File: src/rtl/grayscale_conv_unclk.sv
// Luma converter: combinational gray value plus registered copy and peak.
// Define GRAY_ROUND_EN for round-to-nearest; default build truncates.
module grayscale_conv_unclk #(
  parameter int unsigned W_R = 77,
  parameter int unsigned W_G = 150,
  parameter int unsigned W_B = 29
) (
  input  logic       clk,
  input  logic       rst,
  input  logic [7:0] in_r,
  input  logic [7:0] in_g,
  input  logic [7:0] in_b,
  output logic [7:0] gs,
  output logic [7:0] gs_q,
  output logic [7:0] gs_peak
);

  localparam logic [7:0] WR = 8'(W_R);
  localparam logic [7:0] WG = 8'(W_G);
  localparam logic [7:0] WB = 8'(W_B);

`ifdef GRAY_ROUND_EN
  localparam logic [17:0] RND = 18'd128;
`else
  localparam logic [17:0] RND = 18'd0;
`endif

  logic [17:0] sum;
  logic [9:0]  hi;
  logic        unused_lo;

  // 3*255*255+128 < 2^18, so the sum cannot overflow for any weights
  always_comb begin
    sum = 18'(WR) * 18'(in_r)
        + 18'(WG) * 18'(in_g)
        + 18'(WB) * 18'(in_b)
        + RND;
    hi  = sum[17:8];
    gs  = (hi > 10'd255) ? 8'hFF : hi[7:0];
  end

  assign unused_lo = &{1'b0, sum[7:0]};

  always_ff @(posedge clk) begin
    if (rst) begin
      gs_q    <= 8'd0;
      gs_peak <= 8'd0;
    end else begin
      gs_q <= gs;
      if (gs > gs_peak)
        gs_peak <= gs;
    end
  end

endmodule

File: config.mk
export PLATFORM = sky130hd
export DESIGN_NAME = grayscale_conv_unclk
export DESIGN_NICKNAME = d
export VERILOG_FILES = /design/src/rtl/grayscale_conv_unclk.sv
export SDC_FILE = /design/constraint.sdc
export NUM_CORES = 1
export LEC_CHECK = 0
export BUFFER_PORTS_ARGS = -buffer_cell sky130_fd_sc_hd__buf_4
export CAP_MARGIN = 0
export CORE_UTILIZATION = 40
export DETAILED_ROUTE_END_ITERATION = 10
export PLACE_DENSITY = 0.63
export SLEW_MARGIN = 20
export SYNTH_ARGS = -nofsm -noshare
export SYNTH_HDL_FRONTEND = slang
export SYNTH_SLANG_ARGS = --single-unit
File: constraint.sdc
create_clock -name clk -period 14.7 [get_ports clk]
set_input_delay 0 -clock clk [delete_from_list [all_inputs] [get_ports clk]]
set_output_delay 0 -clock clk [all_outputs]
set_load 0.02 [all_outputs]
==> metrics.md, run 1 <==
| Metric | Value |
|---|---|
| Status | `finished clean` |
| Hold Crit Class | `input pin to flop` |
| Final HPWL DP | `7240 um` |
| Post-synthesis cell area | `4030 um^2` |
| Synthesized net count | `608` |
| Core footprint | `9770 um^2` |
| F_max | `127 MHz` |
| Hold Crit Depth | `2` |
| Synth warn | `0` |
| Placed cells | `614` |
| Worst-margin pin slew | `0.653 ns` |
| Setup-failing EPs final | `0` |
| Synth area leaders | `ha_1, fa_1, inv_1` |
| Worst path bufs/invs | `6` |
| Commonest non-fill, non-tap cell in the layout | `inv_1` |
| Post-synthesis sequential area ratio | `7.96%` |
| Vias in the first global route | `3,103` |
| Endpoint type of the worst setup path | `flop` |
| All-Layer GR Usage | `16.8%` |
| Skew-Pair Late Insertion Delay | `0.25 ns` |
| Netlist cell types | `53` |
| IO buf count | `49` |
| Worst path required time | `14.85 ns` |
| Final net count | `660` |
| Top_reg_cell synth | `dfxtp_1` |
| Routed len/inst | `12.9 um` |
| Root Buffer | `clkbuf_8` |
| Post-synthesis cell count | `434` |
| Non-Filler Instances | `618` |
| FP Rows | `36` |
| Ys async rst share | `0%` |
| Layout Skew | `0.00109 ns` |
| Final Cycle Share | `53.7%` |
| Register-to-Register Setup Slack | `12.27 ns` |
| Initial core utilization | `41.2%` |
| RSZ-0062 raised after global routing | `false` |
| Number of enable flip-flop cells after synthesis | `0` |
| Top delay family on crit path | `adder cells` |
| Cts bufs inserted | `3` |
| CP most frequent cell | `fa_1` |
| Die Y | `102 um` |
| # fillers | `970` |
| R2R depth | `8` |
| TritonRoute pass-1 iters | `4` |
| Placer Congestion | `0.868` |
| First-pass GRT wire length | `14,000 um` |
| Die Width | `102 um` |
| Vias | `3,059` |
| Routed wire length | `7970 um` |
| Slowest cell on the critical path | `a21boi_2` |
| HP Start | `rst` |
| Clock transition at the registers of the reported paths | `0.06 ns` |
| Max Buffers Root-to-Sink | `2` |
| Post-synth top area cell | `ha_1` |
| Tmin final | `7.90 ns` |
| Most frequent cells in the layout | `inv_1, ha_1, fa_1` |
| Worst EP arrival | `8.05 ns` |
| Largest net degree at the start of global routing | `18` |
| Cts hold-fix bufs | `0` |
| Antenna violations before repair | `0` |
| Max Cap Violations | `0` |
| Mean Syn Cell Area | `9.28 um^2` |
| Hold Violations, Final | `0` |
| Clk sinks | `16` |
| Setup Buffers After CTS | `0` |
| Yosys top cell area share | `28.9%` |
| Layout cells sized above 1 | `14.4%` |
| Post-Route Setup TNS | `0 ns` |
| GRT overflow | `0` |
| Die ar. | `10,500 um^2` |
| CTS tree | `done` |
| Boundary Pins | `50` |
| CP startpoint kind | `input pin` |
| WHS Endpoint | `gs_peak[6]` |
| Synthesis-to-finish area growth | `14.4%` |
| Antenna Cells | `0` |
| FF-to-FF End | `gs_peak[6]` |
| Iter 0 DRT Violations | `86` |
| DRC violations left | `0` |
| Worst slew margin | `56.2%` |
| Crit Path Max Fanout | `17` |
| Final Max Slew Viols | `0` |
| Kind of critical path | `input pin to flop` |
| Reg2reg start | `gs_peak[5]` |
| DRT antenna net count | `0` |
| # resized after CTS | `0` |
| DR vias/cell | `4.95` |
| Synth Register Bits | `16` |
| Htree depth | `1` |
| CP max stage delay | `0.54 ns` |
[stage by stage]
step           utilization [%]  cell area, um^2  hold WS [ns]  setup WS [ns]
3_5_place_dp              46.6             4550         0.312           6.53
6_report                  47.1             4610        0.0374           6.80
4_1_cts                   47.1             4610        0.0377           6.80
2_1_floorplan                -             4030        0.0689           7.33
5_1_grt                   47.1             4610        0.0550           6.21
3_3_place_gp              46.6             4550         0.298           6.92
[worst register-to-register path: stages, from the launching register on]
cell,delay (ns)
dfxtp_1,0.37
inv_1,0.06
ha_1,0.31
a21oi_1,0.08
o21ai_0,0.30
mux2_2,0.23
a21boi_2,0.54
nor2_1,0.11
a2111oi_2,0.34
[cell type report]
type | instances | area (um^2) | share of cell area, %
clock buffer | 4 | 55.1 | 1.20
inverter | 110 | 413 | 8.96
tap | 133 | 166 | 3.61
multi-input combinational | 306 | 3280 | 71.3
timing repair buffer | 49 | 368 | 7.98
sequential | 16 | 320 | 6.95
[cell usage after synthesis (all sizes together), types with 2 or more instances]
library cell,number
nand2,12
ha,93
xor2,4
and3,3
a21o,3
dfxtp,16
nor4,4
a21oi,23
xnor2,8
o21ai,14
or3,2
nor2,28
nor2b,3
nand3b,2
nand3,5
a2111oi,2
o211ai,3
inv,110
a211oi,7
nand4,4
o21a,2
a21boi,3
nand2b,4
fa,55
nor3,7
[state kept, by name (all words and copies together), names as in the netlist]
name     cells
gs_peak      8
gs_q         8
[routing by layer]
layer  part of all wire (%)  up-vias  routed length [um]  GRT usage, %
met5                      0        -                   0             0
met4                   0.10        0                   8          1.43
met3                    3.5        2                 278          1.71
met2                     53       43                4240          33.0
met1                     43     1489                3440          20.3
li1                       -     1525                   -             -
[worst max-delay path by stage]
stage                  from    endpoint  slack (ns)  cells after the start
floorplan           in_g[4]  gs_peak[6]        7.33                     28
global placement    in_g[4]  gs_peak[6]        6.92                     29
detailed placement  in_g[4]  gs_peak[6]        6.53                     29
CTS                 in_g[4]  gs_peak[6]        6.80                     29
global route        in_g[2]  gs_peak[6]        6.21                     33
finish              in_g[4]  gs_peak[6]        6.80                     29
[cells by family after synthesis]
group	after synthesis	synth area share [%]
and+or+nand+nor	77	9.94
muxes	2	0.528
xor gates and xnor gates	12	2.61
AOI/OAI and AO/OA	67	12.2
DFF	16	7.96
buffers and inverters	112	10.5
adders and majority gates	148	56.2
Power of run 1 is not shown: default switching activity piles up to over one toggle a cycle in this logic, so the estimate is an artifact.
==> run 2, diff against run 1 <==
ABC_AREA = 1   (was default)
PLACE_DENSITY = 0.65   (was 0.63)
clock period = 6.42 ns   (was 14.7 ns; I/O delays follow)
==> metrics.md, run 2 <==
| Metric | Value |
|---|---|
| TritonRoute pass-1 iters | `4 (unchanged)` |
| Synthesis-to-finish area growth | `34.8%` |
| Boundary Pins | `50 (unchanged)` |
| Routed wire length | `9920 um (+25%)` |
| Most instantiated library cell after synthesis | `inv_1` |
| CP most frequent cell | `nand2_2` |
| Worst path required time | `6.61 ns (-8.24 ns)` |
| Final Max Slew Viols | `0 (unchanged)` |
| Tmin final | `6.45 ns` |
| Most frequent cells after synthesis | `inv_1, nand2_1, ha_1, fa_1, a21oi_1` |
| Htree depth | `1 (unchanged)` |
| Routed len/inst | `12.7 um (-1.3%)` |
| Final HPWL DP | `8120 um (+12%)` |
| Synthesized net count | `707 (+16%)` |
| First-pass GRT wire length | `17,200 um (+24%)` |
| Die ar. | `11,000 um^2 (+5.4%)` |
| CP max stage delay | `0.54 ns (about the same)` |
| Number of enable flip-flop cells after synthesis | `0 (unchanged)` |
| Final net count | `819 (+24%)` |
| FP Rows | `37 (+2.8%)` |
| Post-synthesis cell count | `533 (+23%)` |
| Mean Syn Cell Area | `7.97 um^2 (-14%)` |
| Commonest non-fill, non-tap cell in the layout | `inv_1` |
| CP startpoint kind | `input pin` |
| # fillers | `900 (-7.2%)` |
| WHS | `0.0452 ns (+0.00781 ns)` |
| Netlist cell types | `34 (-36%)` |
| HP Start | `rst` |
| R2R depth | `13 (+5)` |
| Iter 0 DRT Violations | `120 (+40%)` |
| CTS tree | `done` |
| Slowest cell on the critical path | `fa_1` |
| Cts bufs inserted | `3 (unchanged)` |
| Crit Path Max Fanout | `6 (-11)` |
| Max Cap Violations | `0 (unchanged)` |
| Pre-CTS setup slack | `-0.420 ns (-6.95 ns)` |
| Final setup margin | `-0.0332 ns (-6.84 ns)` |
| DRC violations left | `0 (unchanged)` |
| Worst EP arrival | `6.65 ns (-1.40 ns)` |
| Die Y | `105 um (+2.6%)` |
| Root Buffer | `clkbuf_8` |
| RSZ-0062 raised after global routing | `true` |
| DR vias/cell | `4.73 (-4.5%)` |
| Antenna violations before repair | `0 (unchanged)` |
| Worst-margin pin slew | `0.299 ns (-0.354 ns)` |
| WHS Endpoint | `gs_q[3]` |
| Synth area leaders | `ha_1, fa_1, inv_1` |
| Top_reg_cell synth | `dfxtp_1` |
| Hold Crit Class | `input pin to flop` |
| Skew-Pair Late Insertion Delay | `0.25 ns (about the same)` |
| Layout Skew | `0.000878 ns (-0.000215 ns)` |
| Failing checks | `negative setup slack` |
| Core footprint | `10,300 um^2 (+5.6%)` |
| Synth warn | `0 (unchanged)` |
| Status | `finished, violations left` |
| All-Layer GR Usage | `18.9% (+2.0 points)` |
| Endpoint type of the worst setup path | `flop` |
| Post-synth top area cell | `ha_1` |
| Antenna Cells | `0 (unchanged)` |
| IO buf count | `49 (unchanged)` |
| Layout cells sized above 1 | `29.3% (+15 points)` |
| Kind of critical path | `input pin to flop` |
| Synth Register Bits | `16 (unchanged)` |
| GRT overflow | `0 (unchanged)` |
| Largest net degree at the start of global routing | `17 (-1)` |
| Die Width | `105 um (+2.6%)` |
| Max Buffers Root-to-Sink | `2 (unchanged)` |
| Register-to-Register Setup Slack | `4.61 ns (-7.66 ns)` |
| Top Registers | `gs_peak: 8 flops, gs_q: 8 flops` |
| F_max | `155 MHz` |
| Hold Crit Depth | `2 (unchanged)` |
| Worst slew margin | `79.8% (+24 points)` |
| Post-synthesis sequential area ratio | `7.54% (-0.41 points)` |
| Vias in the first global route | `4,039 (+30%)` |
| Setup-failing EPs final | `1 (+1)` |
| Final Cycle Share | `101%` |
| Hold Violations, Final | `0 (unchanged)` |
| Post-synthesis cell area | `4250 um^2 (+5.5%)` |
| Most frequent cells in the layout | `inv_1, buf_4, nand2_1` |
| Clk sinks | `16 (unchanged)` |
| Yosys top cell area share | `27.4% (-1.5 points)` |
| Vias | `3,686 (+20%)` |
| DRT antenna net count | `0 (unchanged)` |
| Cts hold-fix bufs | `0 (unchanged)` |
| Placer Congestion | `0.858 (-1.3%)` |
| Clock transition at the registers of the reported paths | `0.06 ns (about the same)` |
| FF-to-FF End | `gs_peak[0]` |
| Ys async rst share | `0% (unchanged)` |
| Initial core utilization | `41.1% (-0.059 points)` |
| Reg2reg start | `gs_peak[1]` |
| Finished Core Util | `55.5% (+8.3 points)` |
## run 2: cell count changes after synthesis, sizes merged, moves of 7 or more
cell    change
nor2       -14
a211oi      -7
nand2      +92
inv        +36
nand3      +18
a21oi      +11
o21ai       -8
## run 2: what timing repair did
| action | in CTS | in global routing |
|---|---|---|
| setup buffers | 3 | 7 |
| endpoints found under the setup margin | 8 | 8 |
| endpoints found under the hold margin | 0 | 0 |
| pin swaps | 17 | 41 |
| gates resized for setup | 8 | 53 |
| cloned | 1 | 0 |
## run 2: worst max path at each step
| stage | from | end | slack [ns] | depth (start not counted) |
|---|---|---|---|---|
| 2_1_floorplan | in_g[4] | gs_peak[0] | 0.02 | 35 |
| 3_3_place_gp | in_g[4] | gs_peak[2] | -0.34 | 37 |
| 3_5_place_dp | in_g[4] | gs_peak[2] | -0.42 | 37 |
| 4_1_cts | in_g[4] | gs_peak[6] | -0.01 | 34 |
| 5_1_grt | in_g[3] | gs_peak[0] | -0.34 | 39 |
| 6_report | in_g[3] | gs_peak[0] | -0.03 | 38 |
## run 2: area by class of cell
cell class | instances | area, um^2 | area share [%]
tap | 136 | 170 | 2.97
clock buffer | 4 | 55.1 | 0.962
multi-input combinational | 367 | 3740 | 65.3
inverter | 146 | 548 | 9.57
timing repair buffer | 111 | 893 | 15.6
sequential | 16 | 320 | 5.59
## run 2: per-stage QoR
step / area (um^2) / cells / TNS, ns
global route: 5730 / 780 / -2.13
finish: 5730 / 780 / -0.0332
global placement: 5250 / 765 / -2.51
floorplan: 4340 / 533 / 0
detailed placement: 5250 / 765 / -3.05
CTS: 5390 / 773 / -0.0208
## run 2: critical path, delay by kind of cell
family,cells,cell delay [ns]
xor+xnor,1,0.14
fa+ha+maj,11,3.92
buf+inv,8,0.73
compound gates,6,0.95
simple gates,12,0.89
## run 2: logic make-up after synthesis
group,after synthesis,share of synthesized area [%]
AND/OR/NAND/NOR,158,16.4
flip-flops,16,7.54
buffers and inverters,150,13.6
AO/OA/AOI/OAI,52,7.25
adder cells (fa/ha/maj),148,53.3
XOR/XNOR,9,1.86
## run 2: per-layer routing
layer,vias to the layer above,global-route usage (%),wire (um)
met3,4,2.68,334
met5,-,0,0
met2,44,37.1,5400
met1,1765,22.3,4150
met4,0,1.21,38
li1,1873,-,-
Power of run 2 is left out for the same reason.
==> run 3, diff against run 2 <==
ABC_AREA = default   (was 1)
==> metrics.md, run 3 (synthesis results as in run 1) <==
| Metric | Value |
|---|---|
| First-pass GRT wire length | `16,400 um (-4.8%)` |
| Reg2reg start | `gs_peak[6]` |
| Die Width | `102 um (-2.6%)` |
| Vias | `3,341 (-9.4%)` |
| CP startpoint kind | `input pin` |
| Antenna violations before repair | `0 (unchanged)` |
| Routed wire length | `9190 um (-7.4%)` |
| Die ar. | `10,500 um^2 (-5.1%)` |
| All-Layer GR Usage | `19.9% (+1.1 points)` |
| Final Cycle Share | `103% (+2.2 points)` |
| FF-to-FF End | `gs_peak[6]` |
| Hold Crit Class | `input pin to flop` |
| Status | `finished, violations left` |
| Commonest non-fill, non-tap cell in the layout | `buf_4` |
| HP Start | `rst` |
| R2R depth | `7 (-6)` |
| DR vias/cell | `4.79 (+1.3%)` |
| Dpl cell area | `5350 um^2 (+2.0%)` |
| Core footprint | `9770 um^2 (-5.3%)` |
| Final net count | `740 (-9.6%)` |
| Routed len/inst | `13.2 um (+3.5%)` |
| Kind of critical path | `input pin to flop` |
| Synthesis-to-finish area growth | `40.6%` |
| Die Y | `102 um (-2.6%)` |
| FP Rows | `36 (-2.7%)` |
| Failing checks | `negative setup slack` |
| Boundary Pins | `50 (unchanged)` |
| Layout cells sized above 1 | `36.5% (+7.1 points)` |
| Final Max Slew Viols | `0 (unchanged)` |
| Iter 0 DRT Violations | `81 (-33%)` |
| Hold Violations, Final | `0 (unchanged)` |
| Cts bufs inserted | `3 (unchanged)` |
| DRC violations left | `0 (unchanged)` |
| Worst-margin pin slew | `0.383 ns (+0.0840 ns)` |
| Fin area | `5660 um^2 (-1.2%)` |
| Root Buffer | `clkbuf_8` |
| Top Registers | `gs_peak: 8 flops, gs_q: 8 flops` |
| Max Buffers Root-to-Sink | `2 (unchanged)` |
| DRT antenna net count | `0 (unchanged)` |
| Most frequent cells in the layout | `buf_4, inv_1, ha_1` |
| Clock transition at the registers of the reported paths | `0.06 ns (about the same)` |
| Antenna Cells | `0 (unchanged)` |
| Worst EP arrival | `6.75 ns (+0.10 ns)` |
| Tmin final | `6.60 ns (+0.144 ns)` |
| F_max | `152 MHz (-2.2%)` |
| Hold Crit Depth | `2 (unchanged)` |
| Endpoint type of the worst setup path | `flop` |
| Register-to-Register Setup Slack | `4.51 ns (-0.10 ns)` |
| Non-Filler Instances | `698 (-11%)` |
| Crit Path Max Fanout | `6 (unchanged)` |
| CP max stage delay | `0.54 ns (about the same)` |
| Layout Skew | `0.00183 ns (+0.000948 ns)` |
| WHS Endpoint | `gs_peak[6]` |
| RSZ-0062 raised after global routing | `true` |
| Placer Congestion | `0.847 (-1.3%)` |
| Max Cap Violations | `0 (unchanged)` |
| Slowest cell on the critical path | `fa_2` |
| Htree depth | `1 (unchanged)` |
| Final setup margin | `-0.177 ns (-0.144 ns)` |
| Clk sinks | `16 (unchanged)` |
| Worst path required time | `6.58 ns (-0.03 ns)` |
| Vias in the first global route | `3,777 (-6.5%)` |
| Worst slew margin | `74.2% (-5.6 points)` |
| Final HPWL DP | `8140 um (+0.25%)` |
| Initial core utilization | `41.2% (+0.059 points)` |
| IO buf count | `49 (unchanged)` |
| CTS tree | `done` |
| TritonRoute pass-1 iters | `4 (unchanged)` |
| Setup-failing EPs final | `8 (+7)` |
| # fillers | `849 (-5.7%)` |
| Skew-Pair Late Insertion Delay | `0.26 ns (about the same)` |
| Largest net degree at the start of global routing | `17 (unchanged)` |
| Placed cells | `683 (-11%)` |
| GRT overflow | `0 (unchanged)` |
[run 3: final cells by class]
cell class / instances / area [um^2] / area share [%]
repair buffers: 129 / 987 / 17.4
multi-input cells: 306 / 3720 / 65.7
flip-flops and latches: 16 / 320 / 5.66
clock buffers: 4 / 55.1 / 0.973
inverters: 110 / 413 / 7.30
well taps: 133 / 166 / 2.94
[run 3: timing repair]
action,CTS,global route
pin swaps,16,7
hold buffers,0,0
buffers inserted,8,2
gates resized for setup,30,8
gates cloned,1,0
setup endpoints to repair,8,8
[run 3: worst max-delay path, delay by kind of cell]
kind / cells / cell delay, ns
adder cells (fa/ha/maj): 11 / 4.18
AO/OA/AOI/OAI: 9 / 1.63
buffers and inverters: 6 / 0.41
multiplexers: 1 / 0.25
AND/OR/NAND/NOR: 1 / 0.17
XOR/XNOR: 1 / 0.13
[run 3: routing by layer]
metal / GRT usage [%] / part of all wire, %
met2: 39.0 / 55
met3: 2.33 / 2.4
met5: 0 / 0
met1: 23.2 / 41
met4: 3.85 / 1.2
[run 3: worst max-delay path by stage]
stage / start / endpoint / slack [ns] / cells past startpoint
6_report: in_g[4] / gs_peak[6] / -0.18 / 29
5_1_grt: in_g[4] / gs_peak[4] / -0.46 / 33
4_1_cts: in_g[2] / gs_peak[6] / -0.16 / 31
3_5_place_dp: in_g[4] / gs_peak[4] / -0.68 / 30
3_3_place_gp: in_g[4] / gs_peak[6] / -0.48 / 29
2_1_floorplan: in_g[2] / gs_peak[6] / -0.23 / 29
[run 3: metrics by stage]
step                TNS [ns]  worst slack [ns]  util (%)  hold slack [ns]
CTS                   -0.747            -0.160      57.5           0.0384
finish                -0.777            -0.177      57.9           0.0576
global placement       -3.38            -0.481      54.8            0.307
global route           -3.34            -0.458      57.9           0.0669
floorplan              -1.50            -0.225         -           0.0689
detailed placement     -5.16            -0.685      54.8            0.311
Power of run 3 is left out for the same reason.
